<file path="config.mk">
export PLATFORM = sky130hd
export DESIGN_NAME = mmu_icache_arb
export DESIGN_NICKNAME = d
export VERILOG_FILES = /design/src/rtl/mmu_pkg.sv /design/src/rtl/icache_dm.sv /design/src/rtl/mmu_icache_arb.sv
export SDC_FILE = /design/constraint.sdc
export NUM_CORES = 2
export LEC_CHECK = 0
export CAP_MARGIN = 10
export CORE_MARGIN = 10
export CORE_UTILIZATION = 39
export DETAILED_ROUTE_END_ITERATION = 7
export PLACE_DENSITY_LB_ADDON = 0.15
export SYNTH_ARGS = -nofsm -noshare
export SYNTH_HDL_FRONTEND = slang
export SYNTH_SLANG_ARGS = --single-unit
</file>
<file path="constraint.sdc">
create_clock -name clk -period 20.5 [get_ports clk]
set_clock_uncertainty 0.1 [all_clocks]
set_input_delay 5.125 -clock clk [delete_from_list [all_inputs] [get_ports clk]]
set_output_delay 5.125 -clock clk [all_outputs]
set_load 0.02 [all_outputs]
</file>
<file path="src/rtl/mmu_pkg.sv">
// Shared state encoding and geometry helpers for the MMU/icache slice.
// Optional write-snoop invalidation is enabled by MMU_ICACHE_SNOOP_EN.
package mmu_pkg;

  typedef enum logic [1:0] {
    S_IDLE = 2'd0,
    S_FILL = 2'd1,
    S_DATA = 2'd2,
    S_RESP = 2'd3
  } state_e;

  function automatic int idx_w(input int lines);
    return $clog2(lines);
  endfunction

  function automatic int off_w(input int data_w);
    return $clog2(data_w / 8);
  endfunction

  function automatic int tag_w(input int addr_w,
                               input int data_w,
                               input int lines);
    return addr_w - idx_w(lines) - off_w(data_w);
  endfunction

endpackage

</file>
<file path="src/rtl/icache_dm.sv">
// Direct-mapped instruction cache: combinational lookup, sync fill and
// invalidate, async clear of the valid bits.
module icache_dm
  import mmu_pkg::*;
#(
  parameter int DATA_W = 32,
  parameter int ADDR_W = 32,
  parameter int LINES  = 64
) (
  input  logic                                 clk,
  input  logic                                 rst_n,
  input  logic [ADDR_W-off_w(DATA_W)-1:0]      i_rd_line,
  output logic                                 o_hit,
  output logic [DATA_W-1:0]                    o_rd_data,
  input  logic                                 i_wr_en,
  input  logic [ADDR_W-off_w(DATA_W)-1:0]      i_wr_line,
  input  logic [DATA_W-1:0]                    i_wr_data,
  input  logic                                 i_inv_en,
  input  logic [ADDR_W-off_w(DATA_W)-1:0]      i_inv_line
);

  localparam int IW = idx_w(LINES);
  localparam int TW = tag_w(ADDR_W, DATA_W, LINES);

  logic [LINES-1:0]  r_valid;
  logic [TW-1:0]     r_tag  [LINES];
  logic [DATA_W-1:0] r_data [LINES];

  logic [IW-1:0] w_ridx;
  logic [TW-1:0] w_rtag;
  logic [IW-1:0] w_widx;
  logic [TW-1:0] w_wtag;
  logic [IW-1:0] w_iidx;
  logic [TW-1:0] w_itag;
  logic          w_inv_hit;

  assign w_ridx = i_rd_line[IW-1:0];
  assign w_rtag = i_rd_line[IW +: TW];
  assign w_widx = i_wr_line[IW-1:0];
  assign w_wtag = i_wr_line[IW +: TW];
  assign w_iidx = i_inv_line[IW-1:0];
  assign w_itag = i_inv_line[IW +: TW];

  assign o_hit     = r_valid[w_ridx] && (r_tag[w_ridx] == w_rtag);
  assign o_rd_data = o_hit ? r_data[w_ridx] : '0;
  assign w_inv_hit = r_valid[w_iidx] && (r_tag[w_iidx] == w_itag);

  always_ff @(posedge clk or negedge rst_n) begin
    if (!rst_n) begin
      r_valid <= '0;
    end else begin
      if (i_inv_en && w_inv_hit)
        r_valid[w_iidx] <= 1'b0;
      if (i_wr_en)
        r_valid[w_widx] <= 1'b1;
    end
  end

  // Tag/data storage needs no reset: valid bits gate every use.
  always_ff @(posedge clk) begin
    if (i_wr_en) begin
      r_tag[w_widx]  <= w_wtag;
      r_data[w_widx] <= i_wr_data;
    end
  end

endmodule

</file>
<file path="src/rtl/mmu_icache_arb.sv">
// Fetch/data arbiter in front of a single ready-based memory port.
// Define MMU_ICACHE_SNOOP_EN to invalidate lines hit by completed stores.
module mmu_icache_arb
  import mmu_pkg::*;
#(
  parameter int ADDR_W = 32,
  parameter int DATA_W = 32,
  parameter int LINES  = 64,
  parameter int BE_W   = DATA_W / 8
) (
  input  logic              clk,
  input  logic              reset,
  input  logic [ADDR_W-1:0] pc,
  input  logic              instr_req,
  output logic [DATA_W-1:0] instr_out,
  input  logic [ADDR_W-1:0] data_addr,
  input  logic [DATA_W-1:0] data_in,
  input  logic              read_enable,
  input  logic              write_enable,
  input  logic [BE_W-1:0]   byte_select,
  output logic [DATA_W-1:0] data_out,
  output logic              stall,
  output logic [ADDR_W-1:0] mem_addr,
  output logic [DATA_W-1:0] mem_wdata,
  output logic              mem_re,
  output logic              mem_we,
  output logic [BE_W-1:0]   mem_be,
  input  logic [DATA_W-1:0] mem_rdata,
  input  logic              mem_ready
);

  localparam int OW = off_w(DATA_W);
  localparam int LW = ADDR_W - OW;

  state_e            r_state;
  state_e            w_next;
  logic              r_wr;
  logic [DATA_W-1:0] r_dout;
  logic              w_hit;
  logic [DATA_W-1:0] w_idata;
  logic              w_imiss;
  logic              w_fill;
  logic              w_inv_en;
  logic [LW-1:0]     w_inv_line;

  assign w_imiss   = instr_req && !w_hit;
  assign instr_out = w_idata;
  assign data_out  = r_dout;

  icache_dm #(
    .DATA_W(DATA_W),
    .ADDR_W(ADDR_W),
    .LINES (LINES)
  ) u_icache (
    .clk       (clk),
    .rst_n     (reset),
    .i_rd_line (pc[ADDR_W-1:OW]),
    .o_hit     (w_hit),
    .o_rd_data (w_idata),
    .i_wr_en   (w_fill),
    .i_wr_line (pc[ADDR_W-1:OW]),
    .i_wr_data (mem_rdata),
    .i_inv_en  (w_inv_en),
    .i_inv_line(w_inv_line)
  );

  always_comb begin
    w_next    = r_state;
    stall     = 1'b0;
    mem_re    = 1'b0;
    mem_we    = 1'b0;
    mem_be    = '0;
    mem_addr  = '0;
    mem_wdata = '0;
    w_fill    = 1'b0;
    unique case (r_state)
      S_IDLE: begin
        stall = w_imiss || read_enable || write_enable;
        if (w_imiss)
          w_next = S_FILL;
        else if (read_enable || write_enable)
          w_next = S_DATA;
      end
      S_FILL: begin
        stall    = 1'b1;
        mem_re   = 1'b1;
        mem_addr = pc;
        mem_be   = '1;
        if (mem_ready) begin
          w_fill = 1'b1;
          w_next = S_IDLE;
        end
      end
      S_DATA: begin
        stall    = 1'b1;
        mem_addr = data_addr;
        if (r_wr) begin
          mem_we    = 1'b1;
          mem_wdata = data_in;
          mem_be    = byte_select;
        end else begin
          mem_re = 1'b1;
          mem_be = '1;
        end
        if (mem_ready)
          w_next = S_RESP;
      end
      S_RESP: begin
        w_next = S_IDLE;
      end
      default: w_next = S_IDLE;
    endcase
  end

  always_ff @(posedge clk or negedge reset) begin
    if (!reset) begin
      r_state <= S_IDLE;
      r_wr    <= 1'b0;
      r_dout  <= '0;
    end else begin
      r_state <= w_next;
      if (r_state == S_IDLE)
        r_wr <= write_enable;
      if (r_state == S_DATA && mem_ready && !r_wr)
        r_dout <= mem_rdata;
    end
  end

`ifdef MMU_ICACHE_SNOOP_EN
  logic          r_snoop;
  logic [LW-1:0] r_snoop_line;

  // Invalidate during RESP so the clear lands on the RESP->IDLE edge.
  always_ff @(posedge clk or negedge reset) begin
    if (!reset) begin
      r_snoop      <= 1'b0;
      r_snoop_line <= '0;
    end else begin
      r_snoop <= (r_state == S_DATA) && mem_ready && r_wr;
      if (r_state == S_DATA)
        r_snoop_line <= data_addr[ADDR_W-1:OW];
    end
  end

  assign w_inv_en   = (r_state == S_RESP) && r_snoop;
  assign w_inv_line = r_snoop_line;
`else
  assign w_inv_en   = 1'b0;
  assign w_inv_line = '0;
`endif

endmodule

</file>
==> run summary <==
For this run, the detailed router's first-pass iteration total came to 6. The maximum single-stage delay on the critical path came out at 0.82 ns. The switching portion of total power was 23.4%; the number of synthesized flops with an enable pin was 3584.

Based on the critical path, the design can be clocked at up to 56.5 MHz. The signal on the critical path passes through buf_8, buf_12, nand4bb_1, buf_4, o22ai_1, nor4_1, nand3_1, a21o_1, a211oi_1, nor4bb_1, nand4_1, or3_4, buf_4, a2111oi_2, clkdlybuf4s50_1. For the final routed database, the setup TNS stands at 0 ns.

Data on the critical path is required at its endpoint by 15.27 ns. Yosys instantiated no cell more often than sky130_fd_sc_hd__edfxtp_1. Clock net sink count: 3683. The via-per-instance ratio works out to 6.47. Total half-perimeter wirelength after legalization and detailed placement: 291000 um. The switching power came out at 3.94 mW. The via count of the first global-routing pass is 79902, and the count of final hold-check violations is 0. Summed over its instances, the top area cell type makes up 78.0% of the synthesized netlist area. The share of final-layout standard cells stronger than drive strength 1 works out to 17.6%. STA classifies the critical path startpoint as an input port. At the end of routability-driven placement, the weighted congestion stood at 0.826.

The arrival time reported for the critical path endpoint was 12.48 ns. The share of the clock period used by the worst path is 86.4%. The share of the Yosys chip area taken by registers is 79.8%. The height of the chip is 615 um. TritonCTS built the clock tree.

For this block, the initial DRC count from the detailed router was 13292. For this design the static power due to leakage is 51.5 nW. After floorplanning, the core was sized to cover 0.352 mm^2. The commonest cells after synthesis are sky130_fd_sc_hd__edfxtp_1, sky130_fd_sc_hd__o22ai_1, sky130_fd_sc_hd__mux2i_1, sky130_fd_sc_hd__clkbuf_1, sky130_fd_sc_hd__nor2_1. The net count after synthesis was 7594; the CTS buffer count was 390. The count of buffers added on input and output ports is 272. The total I/O pin count came out at 273.

Largest net degree at the start of global routing: 97. For the global-route wire length before repair, the log shows 727000 um. Global routing used 27.7% of the available tracks across all layers. For this design, the CTS-stage hold fixing added 0 buffers.

After synthesis the netlist holds a flip-flop and latch count of 3683. The cell that appears most often on the critical path is sky130_fd_sc_hd__buf_4. The run finished with clean final reports. The floorplan step set the die width to 615 um. The logs give 0.138 mm^2 for the total standard cell area after synthesis and 7.7% for the portion of total power attributed to combinational logic. The quantity of gates resized following cts came out at 0. The number of buffers added for setup after CTS was 0; the power per unit of standard cell area was 105 mW/mm^2. Setup repair after global routing left no endpoint under its margin.

Yosys printed 0 warnings. The kind of critical path is input port to output port. Sequential cells account for 49.8% of the total power. Counting flops with an async set or reset pin after synthesis yields a share of 2.69%. Setup violations remaining at the end of the flow were counted as 0. The run gives 0 as the remaining antenna violation count after routing. The floorplan step defined a die boundary enclosing 0.378 mm^2. The clock reaches the later pin of the worst-skew pair after 0.99 ns.

The tools report the largest buffer count on any clock path as 4. The standard cell with the maximum stage delay on the critical path is sky130_fd_sc_hd__nor4bb_1. The tightest min-delay check is of the flop to flop type. Of all cell types, the one taking the most synthesized area is sky130_fd_sc_hd__edfxtp_1.

In the synthesized netlist, the number of instances is 7452. STA classifies the critical path endpoint as an output port. The buffers plus inverters on the worst setup path works out to 5.

The routed design could run at a clock period as short as 17.70 ns. The routed wire length per instance is 42.0 um, and the area added between synthesis and finish is 16.4%. The max-slew violation total from the final report is 0. The routed layout has 84320 vias. The initial antenna violation count is 32, and the CTS clock-pin slew for the worst setup and hold paths is 0.06 ns.

For this configuration, the core starts out at a cell density of 39.2%. The number of distinct library cells after synthesis is 74. After floorplanning, the core was divided into 218 placement rows. In the final design database the tool counted 8102 nets. In this run the number of H-tree levels came out at 5.

Max-cap violations in this run came to 0. Slew at the pin with the worst max-slew slack: 1.41 ns. Cell internal power was estimated by the tool at 12.9 mW. VDD sags by at most 0.0946 mV. The run gives 16.8 mW as the total power after layout.

The critical-path maximum fanout came out at 61. The run gives 0 as the number of DRC violations after detailed routing. Wires add up to 548000 um. Global routing finished with a remaining overflow of 0.

A synthesized cell averages 18.5 um^2. The kind of cell adding the most delay to the critical path was simple AND/OR/NAND/NOR gates. Ranked by total cell area, the synthesized netlist is headed by sky130_fd_sc_hd__edfxtp_1, sky130_fd_sc_hd__o22ai_1, sky130_fd_sc_hd__mux2i_1.

The worst relative slew slack was 6.07%. The clock network accounts for 42.4% of the total power. Most frequently used flop master after synthesis: sky130_fd_sc_hd__edfxtp_1.

Buffer cell driving the clock tree root: sky130_fd_sc_hd__clkbuf_16.
==> cells in the final DEF (no fill, tap or decap), drive strengths merged, types with 17 or more instances in the layout <==
cell / n
a221oi: 66
and2: 17
buf: 399
mux2: 134
nand2: 114
nor3: 86
a21oi: 126
o22ai: 831
a22o: 57
nor4: 126
a211oi: 46
a31oi: 31
nor2: 222
edfxtp: 3584
o31ai: 24
dfrtp: 99
or2: 66
o22a: 59
clkinv: 181
clkdlybuf4s50: 209
nand3: 30
and3: 38
mux2i: 429
bufinv: 42
mux4: 163
a22oi: 119
inv: 19
nor2b: 19
clkbuf: 483
o21ai: 113
o221ai: 130
==> cell type report <==
type | count | area [um^2]
fill | 30317 | 192000
timing repair buffer | 608 | 5240
clock buffer | 483 | 10300
inverter | 10 | 41.3
tap | 4730 | 5920
clock inverter | 241 | 2520
antenna | 10 | 25.0
multi-input combinational | 3267 | 26500
sequential | 3683 | 110000
==> flip-flops by register name (all words and copies together) (netlist names) <==
signal / count
data_out: 32
r_state: 2
r_wr: 1
u_icache.r_data: 2048
u_icache.r_tag: 1536
u_icache.r_valid: 64
==> final timing paths <==
kind | depth (start not counted) | endpoint | slack (ns) | start
max | 15 | instr_out[26] | 2.80 | pc[2]
min | 1 | u_icache.r_valid[42]$_DFFE_PN0P_ | 0.37 | u_icache.r_valid[42]$_DFFE_PN0P_
max reg2reg | 7 | u_icache.r_tag[42][10]$_DFFE_PP_ | 15.16 | r_state[1]$_DFFE_PN0P_
min reg2reg | 1 | u_icache.r_valid[42]$_DFFE_PN0P_ | 0.37 | u_icache.r_valid[42]$_DFFE_PN0P_
max in group asynchronous | 2 | u_icache.r_valid[30]$_DFFE_PN0P_ | 14.88 | reset
min in group asynchronous | 1 | data_out[15]$_DFFE_PN0P_ | 4.12 | reset
==> kinds of logic after synthesis <==
logic type                 count (synthesis)  share of synthesized area (%)
buffers and inverters                    502                           1.58
muxes                                    726                           6.86
xor gates and xnor gates                  19                          0.121
and+or+nand+nor                          812                           3.13
DFF                                     3683                           79.8
adders and majority gates                  4                         0.0363
AOI/OAI and AO/OA                       1706                           8.49
==> power groups by stage <==
stage	combinational (mW)	sequential (mW)	clock, mW
floorplan	0.573	8.57	0
detailed placement	1.30	8.54	0
finish	1.30	8.38	7.14
global route	1.35	8.39	7.49
global placement	1.29	8.54	0
CTS	1.30	8.38	7.20
==> worst reg2reg max path, cell delays in order, from the launching register on <==
cell	delay (ns)
sky130_fd_sc_hd__dfrtp_1	0.41
sky130_fd_sc_hd__inv_1	0.11
sky130_fd_sc_hd__ha_1	0.20
sky130_fd_sc_hd__and2_1	0.59
sky130_fd_sc_hd__nand2_1	0.80
sky130_fd_sc_hd__nor2_4	1.03
sky130_fd_sc_hd__buf_4	0.81
sky130_fd_sc_hd__buf_4	0.82
==> metrics by stage <==
stage / hold slack (ns) / util (%) / cell area (um^2) / setup WS (ns) / std cells
after floorplan: 0.327 / - / 138000 / 6.16 / 7452
after global placement: 0.341 / 41.9 / 148000 / 2.66 / 12297
after detailed placement: 0.346 / 41.9 / 148000 / 2.64 / 12297
after CTS: 0.360 / 45.6 / 161000 / 2.60 / 13021
after global routing: 0.374 / 45.6 / 161000 / 2.59 / 13024
final: 0.365 / 45.6 / 161000 / 2.80 / 13032
==> layer usage <==
| metal | vias to the layer above | global-route usage, % | part of all wire [%] |
|---|---|---|---|
| met5 | - | 0 | 0.0053 |
| met4 | 4 | 10.3 | 4.5 |
| met3 | 1019 | 4.77 | 11 |
| met2 | 5766 | 43.7 | 46 |
| met1 | 45332 | 38.7 | 39 |
| li1 | 32199 | - | - |
No activity file was read; power rests on OpenSTA's default activity.
